File: src/rtl/wb_fifo_device.sv
// rtl/wb_fifo_device.sv - Wishbone slave fronting a small FIFO with programmable wait states
module wb_fifo_device #(
    parameter int DAT_WIDTH   = 8,
    parameter int DEPTH       = 4,
    parameter int WAIT_STATES = 0
) (
    input  logic                     clk_i,
    input  logic                     rst_ni,
    input  logic                     cyc_i,
    input  logic                     stb_i,
    input  logic                     we_i,
    input  logic [DAT_WIDTH-1:0]     dat_i,
    output logic                     ack_o,
    output logic                     err_o,
    output logic                     rty_o,
    output logic [DAT_WIDTH-1:0]     dat_o,
    output logic [$clog2(DEPTH):0]   count_o,
    output logic                     full_o,
    output logic                     empty_o
);

    localparam int AW = $clog2(DEPTH);
    localparam int CW = AW + 1;
    localparam logic [CW-1:0] FULL_CNT = CW'(DEPTH);
    localparam logic [3:0]    WS_LOAD  = (WAIT_STATES > 0) ? 4'(WAIT_STATES - 1) : 4'd0;

    typedef enum logic [1:0] {
        S_IDLE = 2'd0,
        S_WAIT = 2'd1,
        S_RESP = 2'd2
    } state_t;

    state_t                 state_q,  state_d;
    logic [3:0]             wcnt_q,   wcnt_d;
    logic [AW-1:0]          wr_ptr_q, wr_ptr_d;
    logic [AW-1:0]          rd_ptr_q, rd_ptr_d;
    logic [CW-1:0]          count_q,  count_d;
    logic                   full_q,   full_d;
    logic                   empty_q,  empty_d;
    logic                   ack_q,    ack_d;
    logic                   rty_q,    rty_d;
    logic [DAT_WIDTH-1:0]   dat_q,    dat_d;
    logic [DAT_WIDTH-1:0]   mem_q [DEPTH];

    logic req;
    logic commit;
    logic push;
    logic pop;

    assign req = cyc_i && stb_i;

    always_comb begin
        state_d  = state_q;
        wcnt_d   = wcnt_q;
        wr_ptr_d = wr_ptr_q;
        rd_ptr_d = rd_ptr_q;
        count_d  = count_q;
        dat_d    = dat_q;
        ack_d    = 1'b0;
        rty_d    = 1'b0;
        commit   = 1'b0;
        push     = 1'b0;
        pop      = 1'b0;

        case (state_q)
            S_IDLE: begin
                if (req) begin
                    if (WAIT_STATES > 0) begin
                        state_d = S_WAIT;
                        wcnt_d  = WS_LOAD;
                    end else begin
                        state_d = S_RESP;
                        commit  = 1'b1;
                    end
                end
            end
            S_WAIT: begin
                // Dropping cyc_i abandons the cycle before anything commits.
                if (!cyc_i) begin
                    state_d = S_IDLE;
                    wcnt_d  = 4'd0;
                end else if (wcnt_q == 4'd0) begin
                    state_d = S_RESP;
                    commit  = 1'b1;
                end else begin
                    wcnt_d = wcnt_q - 4'd1;
                end
            end
            S_RESP: begin
                state_d = S_IDLE;
            end
            default: begin
                state_d = S_IDLE;
                wcnt_d  = 4'd0;
            end
        endcase

        if (commit) begin
            if (we_i) begin
                if (!full_q) begin
                    push  = 1'b1;
                    ack_d = 1'b1;
                end else begin
                    rty_d = 1'b1;
                end
            end else begin
                if (!empty_q) begin
                    pop   = 1'b1;
                    dat_d = mem_q[rd_ptr_q];
                    ack_d = 1'b1;
                end else begin
                    rty_d = 1'b1;
                end
            end
        end

        if (push) begin
            wr_ptr_d = wr_ptr_q + 1'b1;
            count_d  = count_q + 1'b1;
        end
        if (pop) begin
            rd_ptr_d = rd_ptr_q + 1'b1;
            count_d  = count_q - 1'b1;
        end

        full_d  = (count_d == FULL_CNT);
        empty_d = (count_d == '0);
    end

    always_ff @(posedge clk_i or negedge rst_ni) begin
        if (!rst_ni) begin
            state_q  <= S_IDLE;
            wcnt_q   <= 4'd0;
            wr_ptr_q <= '0;
            rd_ptr_q <= '0;
            count_q  <= '0;
            full_q   <= 1'b0;
            empty_q  <= 1'b1;
            ack_q    <= 1'b0;
            rty_q    <= 1'b0;
            dat_q    <= '0;
        end else begin
            state_q  <= state_d;
            wcnt_q   <= wcnt_d;
            wr_ptr_q <= wr_ptr_d;
            rd_ptr_q <= rd_ptr_d;
            count_q  <= count_d;
            full_q   <= full_d;
            empty_q  <= empty_d;
            ack_q    <= ack_d;
            rty_q    <= rty_d;
            dat_q    <= dat_d;
        end
    end

    // Storage is not reset; a reset only rewinds the pointers.
    always_ff @(posedge clk_i) begin
        if (push && rst_ni) begin
            mem_q[wr_ptr_q] <= dat_i;
        end
    end

    assign ack_o   = ack_q;
    assign rty_o   = rty_q;
    assign err_o   = 1'b0;
    assign dat_o   = dat_q;
    assign count_o = count_q;
    assign full_o  = full_q;
    assign empty_o = empty_q;

endmodule

File: config.mk
export PLATFORM = sky130hd
export DESIGN_NAME = wb_fifo_device
export DESIGN_NICKNAME = d
export VERILOG_FILES = /design/src/rtl/wb_fifo_device.sv
export SDC_FILE = /design/constraint.sdc
export NUM_CORES = 1
export LEC_CHECK = 0
export ABC_AREA = 1
export CAP_MARGIN = 30
export CORE_MARGIN = 2
export CORE_UTILIZATION = 35
export CTS_CLUSTER_DIAMETER = 200
export DETAILED_ROUTE_END_ITERATION = 16
export PLACE_DENSITY = 0.59
export SYNTH_ARGS = -nofsm -noshare
export SYNTH_HDL_FRONTEND = slang
export SYNTH_SLANG_ARGS = --single-unit
File: constraint.sdc
create_clock -name clk_i -period 1.45 [get_ports clk_i]
set_input_delay 0.435 -clock clk_i [delete_from_list [all_inputs] [get_ports clk_i]]
set_output_delay 0.435 -clock clk_i [all_outputs]
set_load 0.01 [all_outputs]
==> After elaboration in Yosys (flattened, before gate mapping) <==
Memories as Yosys holds them, arrays and structs flattened. A register that Yosys moved wholly into a read port is not among the register bits.
Index checks and enable logic that the tools add are counted.
Widths: inputs -> output; s select.
{ "op_classes": {"add_sub_neg": 5, "multipliers": 0, "n_div": 0, "order_cmp": 0, "n_eq_ne": 6, "n_shift": 0, "n_mux": 27, "n_bitwise": 3, "reduce_logical": 10} }
{ "op_table": {"columns": ["cell", "count"], "rows": [
  ["$mux 1", 17],
  ["$mux 4", 2],
  ["$pmux 4 s2", 1],
  ["$mux 2", 3],
  ["$mux 3", 2],
  ["$ne 3x3->1 const B", 2],
  ["$add 2x1->2 const B", 2],
  ["$logic_not 4->1", 1],
  ["$pmux 2 s2", 1],
  ["$reduce_and 2->1", 2],
  ["$sub 4x1->4 const B", 1],
  ["$add 3x1->3 const B", 1],
  ["$eq 3x3->1 const B", 1],
  ["$logic_not 3->1", 1],
  ["$not 1->1", 3],
  ["$reduce_and 3->1", 1],
  ["$sub 3x1->3 const B", 1],
  ["$eq 2x1->1 const B", 1],
  ["$eq 2x2->1 const B", 1],
  ["$logic_and 1x1->1", 2],
  ["$logic_not 2->1", 1],
  ["$ne 2x2->1 const B", 1],
  ["$pmux 1 s2", 1],
  ["$reduce_or 2->1", 1],
  ["$logic_not 1->1", 1]
]} }
{ "totals": {"register_bits": 17, "latchBits": 0, "ramBits": 32, "romBits": 0, "in_bits": 13, "out_inout_bits": 16, "word_cells": 61, "memories": 1} }
{ "mem_list": {"columns": ["memory", "depth", "word_bits", "read_ports", "rd_clocked_by_memory_dff", "wr", "line", "source"], "rows": [
  ["mem_q", 4, 8, 1, 1, 1, "43", "logic [DAT_WIDTH-1:0] mem_q [DEPTH];"]
]} }

==> Depth between registers and ports, before layout <==
{ "depth": {"ltp_word": 8, "depth_mapped": 8, "mapped_depth_nobuf": 8} }

==> Least setup slack after synthesis <==
Ideal clock, no wire load.
{ "synth_path": {"path_type": "input port to flip-flop", "startpoint": "input cyc_i", "endpoint": "memory mem_q[0][0] (enable)", "setup_time_ps": 371, "arrival_time_ps": 1214, "required_time_ps": 1079, "slack_ps": -135, "cell_stages": 4, "n_path_buf": 0, "path_cell_list": "nand2_2 nor2_4 nand3_1 nor2_1"} }
{ "synth_between": {"elab_chain_len": 7, "word_cells_on_any_way": 8, "classes_between": "mux: 6; reduce/logical: 2"} }
{ "synth_rtl": {"columns": ["element", "line", "source"], "rows": [
  ["from (decl)", "9", "input logic cyc_i,"],
  ["$logic_and 1x1->1", "50", "assign req = cyc_i && stb_i;"],
  ["$mux 1", "67", "if (req) begin"],
  ["$pmux 1 s2 (*)", "65", "case (state_q)"],
  ["$mux 1 (*)", "98", "if (commit) begin"],
  ["$logic_and 1x1->1 (*)", "158", "if (push && rst_ni) begin"],
  ["$mux 1 (*)", "158", null],
  ["$mux 1 (implied by the code) (*)", "159", "mem_q[wr_ptr_q] <= dat_i;"],
  ["to (decl)", "43", null]
]} }
Every way passes the cells marked *; elsewhere a longest branch is shown, timed or not.

==> Worst setup path after layout <==
{ "layout_path": {"startpoint": "register dat_q[7], in the netlist dat_o[7] (read register of mem_q)", "endpoint": "output dat_o[7]"} }
{ "layout_lines": {"columns": ["element", "line", "source"], "rows": [
  ["from (decl)", "42", "logic [DAT_WIDTH-1:0] dat_q, dat_d;"],
  ["to (decl)", "16", "output logic [DAT_WIDTH-1:0] dat_o,"]
]} }
No word-level cell between the ends.

==> impl_metrics.py <==
metrics = {
    "synth": {
        "synth.most_common_cell": "nor2_1",
        "synth_area_um2": 2150,
        "postSynth.asyncResetShare": 0.385,
        "yosys_warnings": 0,
        "synthTopCellsByArea": "edfxtp_1, dfrtp_1, nor2_1",
        "synth.top_cell.area_share": 0.447,
        "netlist-cell-type-count": 25,
        "synth_area_per_cell_um2": 11.4,
        "synth-edff-count": 32,
        "yosysTopAreaCell": "edfxtp_1",
        "ys_seq_area_frac": 0.680,
        "synthCells": 188,
        "ys.flop_type": "edfxtp_1",
        "ys_top_cells_by_count": "nor2_1, edfxtp_1, dfrtp_1",
        "synth_nets": 207,
        "synth-seq-cells": 52,
    },
    "sta": {
        "rsz0062_at_grt": "true",
        "slew_viol_final": 0,
        "clock.fmax_mhz": 709,
        "setup_viol": 0,
        "layout_min_cycle_time_ps": 1410,
        "fin_crit_sh": 0.972,
        "hold_violations": 0,
        "finClkSkew_ps": 8.56,
    },
    "critical_path": {
        "path_cells": "dlygate4sd2_1",
        "worst_setup_path_end_kind": "primary output",
        "critical_path.max_stage_delay_ps": 380,
        "critPathMaxFanout": 2,
        "cp.arrival_ps": 970,
        "crit_path_top_delay_cell": "dfrtp_1",
        "path_class": "flip-flop to primary output",
        "worst_ep_required_time_ps": 1020,
        "cp_top_family": "flip-flops",
        "worst-path-buf-inv": 1,
        "start_kind": "flip-flop",
    },
    "grt": {
        "grt_pass1_vias": 1327,
        "grt_pass1_wl_um": 6530,
        "grt_overflow_total": 0,
        "grt_max_degree": 21,
        "grt_usage": 0.137,
        "antenna_found_initial": 0,
    },
    "layout": {
        "diodes": 0,
        "area_growth_pct": 29.0,
        "fillCellCount": 560,
        "fin_util": 0.468,
        "drive_gt1_frac": 0.204,
        "instances_no_fill": 315,
        "finalNetCount": 258,
    },
    "detailed_routing": {
        "viasPerCell": 4.43,
        "wl_um": 4020,
        "drt-pass1-iter-count": 4,
        "drt_iter0_markers": 56,
        "post_drt_wl_per_cell_um": 12.8,
        "antenna_left": 0,
        "drc_errors": 0,
        "vias": 1395,
    },
    "floorplan": {
        "num_rows": 28,
        "ios": 29,
        "dieArea_um2": 6780,
        "coreArea_um2": 5920,
        "die_x_um": 82.4,
        "die_h_um": 82.4,
        "initial_core_util": 0.363,
    },
    "power_and_ir_drop": {
        "switching_share": 0.348,
        "p_leak_nw": 1.15,
        "p_seq_frac": 0.437,
        "power_frac_comb": 0.372,
        "peakVddDrop_mv": 0.579,
        "clkPwrFrac": 0.192,
        "power_per_cell_area_nw_per_um2": 1630,
        "power_switching_mw": 1.58,
        "internal-power_mw": 2.95,
    },
    "clocking": {
        "cts_buffer_depth": 2,
        "cts_buffers": 5,
        "htree_levels": 2,
        "clock_latency_ps": 310,
        "cts_hold_buf": 0,
        "cts_root_buf": "clkbuf_8",
        "clk_pin_slew_ps": 100,
        "cts_tree": "built",
        "clkSinkCount": 52,
    },
    "placed_design": {
        "dp.cells": 301,
        "globalplace.congestion": 0.726,
        "portBuffers": 27,
        "dp_hpwl_um": 2860,
    },
    "flow_run": {
        "drv_cap": 0,
    },
    "worst_hold_path": {
        "min_path_type": "flip-flop to flip-flop",
    },
    "status": {
        "outcome": "complete, no violations",
    },
}
==> cell families (layout without fill, tap and decap cells) <==
| family | count (synthesis) | count (layout) | synth area share |
|---|---|---|---|
| AND/OR/NAND/NOR | 77 | 77 | 0.151 |
| flip-flops | 52 | 52 | 0.680 |
| other | 1 | 1 | 0.00174 |
| adder cells (fa/ha/maj) | 6 | 6 | 0.0349 |
| buffers and inverters | 25 | 77 | 0.0576 |
| XOR/XNOR | 2 | 2 | 0.00815 |
| AO/OA/AOI/OAI | 25 | 25 | 0.0658 |
==> state kept, by name, indices dropped and copies added, names as in the netlist <==
name      count
wr_ptr_q      2
rty_o         1
mem_q        32
empty_o       1
ack_o         1
rd_ptr_q      2
full_o        1
count_o       3
state_q       1
dat_o         8
==> what timing repair did <==
action,in CTS,in global routing
setup endpoints to repair,48,38
setup buffers,2,4
gates resized for setup,27,14
pin swaps,0,3
==> final timing paths <==
path | slack [ps] | cells after the start | to | from
worst max register to register | 50 | 5 | mem_q[1][4]$_DFFE_PP_ | full_o$_DFF_PN0_
worst max-delay path | 40 | 1 | dat_o[7] | dat_o[7]$_DFFE_PN0P_
max in group asynchronous | 600 | 2 | empty_o$_DFF_PN1_ | rst_ni
min in group asynchronous | 590 | 2 | full_o$_DFF_PN0_ | rst_ni
worst min register to register | 500 | 1 | rty_o$_DFF_PN0_ | state_q[1]$_DFFE_PN0P_
worst min-delay path | 500 | 1 | rty_o$_DFF_PN0_ | state_q[1]$_DFFE_PN0P_
==> layer usage <==
| layer | track usage | part of all wire |
|---|---|---|
| met3 | 0.0380 | 0.046 |
| met5 | 0 | 0 |
| met2 | 0.197 | 0.45 |
| met1 | 0.194 | 0.49 |
| met4 | 0.0550 | 0.016 |
==> area by class of cell <==
| type | count | area, um2 | area share |
|---|---|---|---|
| clock buffers | 5 | 68.8 | 0.0248 |
| clock inverters | 3 | 27.5 | 0.00993 |
| inverters | 19 | 76.3 | 0.0275 |
| multi-input cells | 111 | 598 | 0.216 |
| flip-flops and latches | 52 | 1460 | 0.528 |
| well taps | 75 | 93.8 | 0.0338 |
| repair buffers | 50 | 445 | 0.161 |
==> power groups by stage <==
stage / Clock, mW / Combinational, mW / Sequential, mW
final: 0.868 / 1.68 / 1.98
after floorplan: 0 / 0.876 / 2.08
after detailed placement: 0 / 1.66 / 2.03
after CTS: 0.899 / 1.60 / 1.98
after global routing: 0.969 / 1.94 / 2.01
after global placement: 0 / 1.64 / 2.03
==> metrics by stage <==
| stage | setup WS (ps) | instance area, um2 | power, mW | hold slack [ps] | TNS [ps] |
|---|---|---|---|---|---|
| floorplan | -135 | 2150 | 2.95 | 139 | -4320 |
| CTS | -31.1 | 2710 | 4.47 | 501 | -31.1 |
| finish | 40.3 | 2770 | 4.53 | 498 | 0 |
| global placement | -565 | 2610 | 3.67 | 479 | -22830 |
| global route | -24.7 | 2770 | 4.92 | 520 | -308 |
| detailed placement | -592 | 2610 | 3.68 | 486 | -23680 |
==> cells in the final DEF, fill, tap and decap left out, drive strengths merged <==
cell / instances
nor3: 1
nand2: 15
o21ai: 16
clkbuf: 5
clkdlybuf4s50: 9
edfxtp: 32
buf: 24
nor2: 53
dfrtp: 19
dlygate4sd2: 7
xor2: 2
clkdlybuf4s15: 10
clkinvlp: 1
nand3: 8
inv: 19
ha: 6
conb: 1
a21oi: 1
a31oi: 8
clkinv: 2
dfstp: 1
(Power assumes the default switching activity.)
